==> src/rtl/wb_pkg.sv <==
// Shared constants and types for the RV32 write-back stage.
package wb_pkg;

    localparam int TRACE_W_DEF = 309;

    localparam logic [2:0] F3_LB  = 3'b000;
    localparam logic [2:0] F3_LH  = 3'b001;
    localparam logic [2:0] F3_LW  = 3'b010;
    localparam logic [2:0] F3_LBU = 3'b100;
    localparam logic [2:0] F3_LHU = 3'b101;

    typedef enum logic {
        WB_IDLE,
        WB_WAIT
    } wb_state_e;

endpackage

==> src/rtl/wb_load_align.sv <==
// Picks the addressed byte/halfword out of a word-aligned load and extends it.
module wb_load_align
    import wb_pkg::*;
(
    input  logic [2:0]  funct3,
    input  logic [1:0]  off,
    input  logic [31:0] rdata,
    output logic [31:0] data
);
    logic [7:0]  byte_sel;
    logic [15:0] half_sel;

    always_comb begin
        byte_sel = rdata[{off, 3'b000} +: 8];
        // Halfword lane comes from addr[1] alone; a misaligned addr[0] is dropped.
        half_sel = rdata[{off[1], 4'b0000} +: 16];
        case (funct3)
            F3_LB:   data = {{24{byte_sel[7]}}, byte_sel};
            F3_LBU:  data = {24'd0, byte_sel};
            F3_LH:   data = {{16{half_sel[15]}}, half_sel};
            F3_LHU:  data = {16'd0, half_sel};
            default: data = rdata;
        endcase
    end
endmodule

==> src/rtl/wb_pipe.sv <==
// Write-back stage: retires ALU results directly, holds loads until data
// arrives (or the watchdog expires), and drives the register-file write port.
module wb_pipe
    import wb_pkg::*;
#(
    parameter int TRACE_W = TRACE_W_DEF,
    parameter int TMO_CYC = 255
) (
    input  logic               i_clk,
    input  logic               i_rst,
    input  logic               i_vld,
    output logic               o_rdy,
    input  logic               i_mem_reg,
    input  logic [2:0]         i_funct3,
    input  logic [31:0]        i_res,
    input  logic [31:0]        i_dmem_addr,
    input  logic [4:0]         i_rd_waddr,
    input  logic               i_rd_wen,
    input  logic [TRACE_W-1:0] i_trace,
    input  logic               i_dmem_rvld,
    input  logic [31:0]        i_dmem_rdata,
    output logic [31:0]        o_rd_wdata,
    output logic [4:0]         o_rd_waddr,
    output logic               o_rd_wen,
    output logic               o_vld,
    output logic [TRACE_W-1:0] o_trace,
    output logic               o_err
);
    wb_state_e          state;
    logic [2:0]         f3_q;
    logic [1:0]         off_q;
    logic [4:0]         waddr_q;
    logic               wen_q;
    logic [TRACE_W-1:0] trace_q;
    logic [31:0]        load_data;
    logic               accept;
    logic               tmo_hit;
    logic               unused_addr;

    assign unused_addr = ^i_dmem_addr[31:2];
    assign o_rdy  = (state == WB_IDLE);
    assign accept = i_vld & o_rdy;

    // A same-cycle load response in IDLE must align with the live inputs.
    wb_load_align u_align (
        .funct3 (o_rdy ? i_funct3 : f3_q),
        .off    (o_rdy ? i_dmem_addr[1:0] : off_q),
        .rdata  (i_dmem_rdata),
        .data   (load_data)
    );

    generate
        if (TMO_CYC > 0) begin : g_wdog
            localparam int CW = $clog2(TMO_CYC + 1);
            logic [CW-1:0] cnt;
            always_ff @(posedge i_clk) begin
                if (i_rst || state == WB_IDLE)
                    cnt <= '0;
                else if (!i_dmem_rvld)
                    cnt <= cnt + CW'(1);
            end
            assign tmo_hit = (state == WB_WAIT) && !i_dmem_rvld && (cnt == CW'(TMO_CYC - 1));
        end else begin : g_no_wdog
            assign tmo_hit = 1'b0;
        end
    endgenerate

    always_ff @(posedge i_clk) begin
        if (accept) begin
            f3_q    <= i_funct3;
            off_q   <= i_dmem_addr[1:0];
            waddr_q <= i_rd_waddr;
            wen_q   <= i_rd_wen;
            trace_q <= i_trace;
        end
    end

    always_ff @(posedge i_clk) begin
        if (i_rst) begin
            state      <= WB_IDLE;
            o_vld      <= 1'b0;
            o_rd_wen   <= 1'b0;
            o_rd_wdata <= '0;
            o_rd_waddr <= '0;
            o_trace    <= '0;
            o_err      <= 1'b0;
        end else begin
            o_vld    <= 1'b0;
            o_rd_wen <= 1'b0;
            case (state)
                WB_IDLE: begin
                    if (accept) begin
                        if (!i_mem_reg || i_dmem_rvld) begin
                            o_vld      <= 1'b1;
                            o_rd_wen   <= i_rd_wen && (i_rd_waddr != 5'd0);
                            o_rd_waddr <= i_rd_waddr;
                            o_rd_wdata <= i_mem_reg ? load_data : i_res;
                            o_trace    <= i_trace;
                        end else begin
                            state <= WB_WAIT;
                        end
                    end
                end
                WB_WAIT: begin
                    if (i_dmem_rvld) begin
                        o_vld      <= 1'b1;
                        o_rd_wen   <= wen_q && (waddr_q != 5'd0);
                        o_rd_waddr <= waddr_q;
                        o_rd_wdata <= load_data;
                        o_trace    <= trace_q;
                        state      <= WB_IDLE;
                    end else if (tmo_hit) begin
                        // Retire without a register write so the pipeline keeps moving.
                        o_vld      <= 1'b1;
                        o_rd_waddr <= waddr_q;
                        o_trace    <= trace_q;
                        o_err      <= 1'b1;
                        state      <= WB_IDLE;
                    end
                end
                default: state <= WB_IDLE;
            endcase
        end
    end
endmodule

==> config.mk <==
export PLATFORM = sky130hd
export DESIGN_NAME = wb_pipe
export DESIGN_NICKNAME = d
export VERILOG_FILES = /design/src/rtl/wb_pkg.sv /design/src/rtl/wb_load_align.sv /design/src/rtl/wb_pipe.sv
export SDC_FILE = /design/constraint.sdc
export NUM_CORES = 1
export LEC_CHECK = 0
export ABC_AREA = 1
export BUFFER_PORTS_ARGS = -buffer_cell sky130_fd_sc_hd__buf_2
export CAP_MARGIN = 10
export CORE_AREA = 2 2 300 302
export CTS_CLUSTER_DIAMETER = 80
export CTS_CLUSTER_SIZE = 12
export DETAILED_ROUTE_END_ITERATION = 10
export DIE_AREA = 0 0 302 304
export GPL_TIMING_DRIVEN = 1
export PLACE_DENSITY = 0.6
export SLEW_MARGIN = 40
export SYNTH_ARGS = -nofsm -noshare
export SYNTH_HDL_FRONTEND = slang
export SYNTH_SLANG_ARGS = --single-unit
==> constraint.sdc <==
create_clock -name i_clk -period 21.6 [get_ports i_clk]
set_input_delay 4.32 -clock i_clk [delete_from_list [all_inputs] [get_ports i_clk]]
set_output_delay 4.32 -clock i_clk [all_outputs]
set_load 0.01 [all_outputs]
==> run summary <==
Switching Power: 0.799 mW
PostCTS Resize Cnt: 0
Max-cap violations: 0
Final critical-path share of the clock period: 31.4%
Tmin final: 6.77 ns
Synth area leader: edfxtp_1
Asr flop ratio synth: 0%
IO Pins: 769
Sw Share: 26.6%
Crit path required time: 22.15 ns
Post-route ant nets: 0
Syn Area/Cell: 8.60 µm²
Post-Synthesis Cells: 3131
Row cnt: 110
Part of the power in registers: 49.7%
Placer Congestion: 0.873
Clock Power Share: 37.3%
Layout cells sized above 1: 23.1%
Ys flop type: dfxtp_1
Synthesis Warnings: 0
Via count: 22600
RSZ-0062 raised after global routing: no
Final setup violation count: 0
Overall global routing resource usage: 18.0%
Postcts setup bufs: 0
# nets final: 4186
P&R area growth vs syn: 24.3%
Largest net degree at the start of global routing: 118
Clock slew at reported path FFs: 0.06 ns
Int Pwr: 2.20 mW
Clock Tree Buf Depth: 3
CTS sink count: 678
Yosys top cell area share: 35.7%
Hold_buf cts: 0
Grt total ovfl: 0
WL/cell: 17.3 µm
Worst skew pair latency: 0.62 ns
Distinct cells, synth: 33
PortBufs: 738
Hold/Removal Path Class: flip-flop to flip-flop
Design area: 33500 µm²
Dominant cells by area after synthesis: edfxtp_1, dfxtp_1, nand2_1
Area post-placement: 31400 µm²
Number of global-route vias before repair: 21100
Power Density: 89.6 nW/µm²
Post-Syn Nets: 3552
Synth cell count leaders: nand2_1, nor2_1, dfxtp_1
Drt via density: 4.52
Skew final: 0.0196 ns
Rel. slew slack: 43.6%
Max Clock Freq: 0.148 GHz
Final-layout fill cell count: 9286
Final setup TNS: 0 ns
Sequential share of the synthesized area: 62.3%
Logic pwr share: 13.1%
Starting DRT DRC Count: 1590
CTS Root Cell: clkbuf_16
H-tree depth: 3
Slew of the pin with the lowest slew margin: 0.846 ns
Die Wd: 302 µm
First-pass GRT wire length: 128000 µm
Final WL: 86600 µm
DRC: 0
Worst Setup End Kind: flip-flop
Final Hold Fails: 0
Final HPWL DP: 57200 µm
Post-synthesis register bit count: 678
Worst vdd ir: 0.0619 mV
Most common cell in the netlist: nand2_1
Worst Path Arrival: 7.32 ns
Syn Std Cell Area: 26900 µm²
Die height: 304 µm
Initial antenna violation count: 29
Status: completed
Starting density of the core: 30.3%
CTS tree: done
Max Slew Vio Count: 0
Num CTS Buffers: 67
P_leak: 15.5 nW
Crit Path Max Fanout: 98
Core ar.: 89000 µm²
Post-synth EDFFs: 320
Worst setup SP type: input pin
DIE AREA: 91800 µm²
Setup CP Type: input pin to flip-flop
Router iterations before antenna repair: 6
area by class of cell:
type,count,area (µm²),share of cell area [%]
antenna,15,37.5,0.112
multi-input combinational,2224,9140,27.3
tap,1176,1470,4.39
clock buffer,108,1890,5.65
clock inverter,7,100,0.299
sequential,678,16800,50.1
timing repair buffer,761,3920,11.7
inverter,33,149,0.445
critical path, stage by stage:
cell	delay, ns
buf_2	0.19
nor2_2	0.09
o21ai_4	0.23
nand2_8	0.37
inv_8	0.60
buf_6	0.58
buf_6	0.62
nor2_1	0.09
nor2_1	0.13
sequential cells by signal, summed over array words and instances, names as in the netlist:
name / count
f3_q: 3
g_wdog.cnt: 8
o_err: 1
o_rd_waddr: 5
o_rd_wdata: 32
o_rd_wen: 1
o_trace: 309
o_vld: 1
off_q: 2
state: 1
trace_q: 309
waddr_q: 5
wen_q: 1
metrics by stage:
step,total power [mW],utilization [%],worst slack (ns),hold slack [ns],std cells
floorplan,1.75,-,2.66,0.439,3131
global placement,1.90,35.3,13.67,0.444,4871
detailed placement,1.91,35.3,13.98,0.452,4872
CTS,3.04,37.6,14.66,0.467,4987
global route,3.13,37.6,14.54,0.476,4999
finish,3.00,37.6,14.83,0.460,5002
logic make-up after synthesis:
logic type / count (synthesis) / synth area share (%)
AO/OA/AOI/OAI: 439 / 8.24
adder cells (fa/ha/maj): 2 / 0.0929
AND/OR/NAND/NOR: 1783 / 25.5
buffers and inverters: 229 / 3.90
flip-flops: 678 / 62.3
cell usage in the layout (no fill, tap or decap), drive strengths merged:
master	instances
dfxtp	358
nor3b	1
nor3	4
o21a	1
nor2	673
nand2	1047
nand3b	1
o21ai	365
edfxtp	320
buf	761
nor4	1
clkbuf	108
nand4	1
clkinv	3
inv	36
diode	15
a21oi	71
or2	18
nand3	37
bufinv	1
o32ai	1
ha	2
a211oi	1
final timing paths:
check | startpoint | cells after the start | slack (ns) | to
max | i_dmem_rvld | 9 | 14.83 | o_trace[205]$_SDFFE_PP0P_
min | o_err$_SDFFE_PP0P_ | 1 | 0.46 | o_err$_SDFFE_PP0P_
max reg2reg | state$_SDFF_PP0_ | 8 | 17.60 | o_trace[205]$_SDFFE_PP0P_
min reg2reg | o_err$_SDFFE_PP0P_ | 1 | 0.46 | o_err$_SDFFE_PP0P_
routing by layer:
metal / vias to the layer above / GRT usage (%) / share of wire (%)
li1: 11400 / - / -
met1: 10300 / 21.0 / 40
met2: 721 / 29.9 / 48
met3: 182 / 6.10 / 8.3
met4: 26 / 7.44 / 3.8
met5: - / 0 / 0.20
power groups by stage:
stage | registers (mW) | logic [mW] | clock network [mW]
after floorplan | 1.56 | 0.187 | 0
after global placement | 1.51 | 0.392 | 0
after detailed placement | 1.52 | 0.396 | 0
after CTS | 1.49 | 0.397 | 1.15
after global routing | 1.50 | 0.439 | 1.19
final | 1.49 | 0.392 | 1.12
Note: power is estimated with default switching activity, not from simulation.
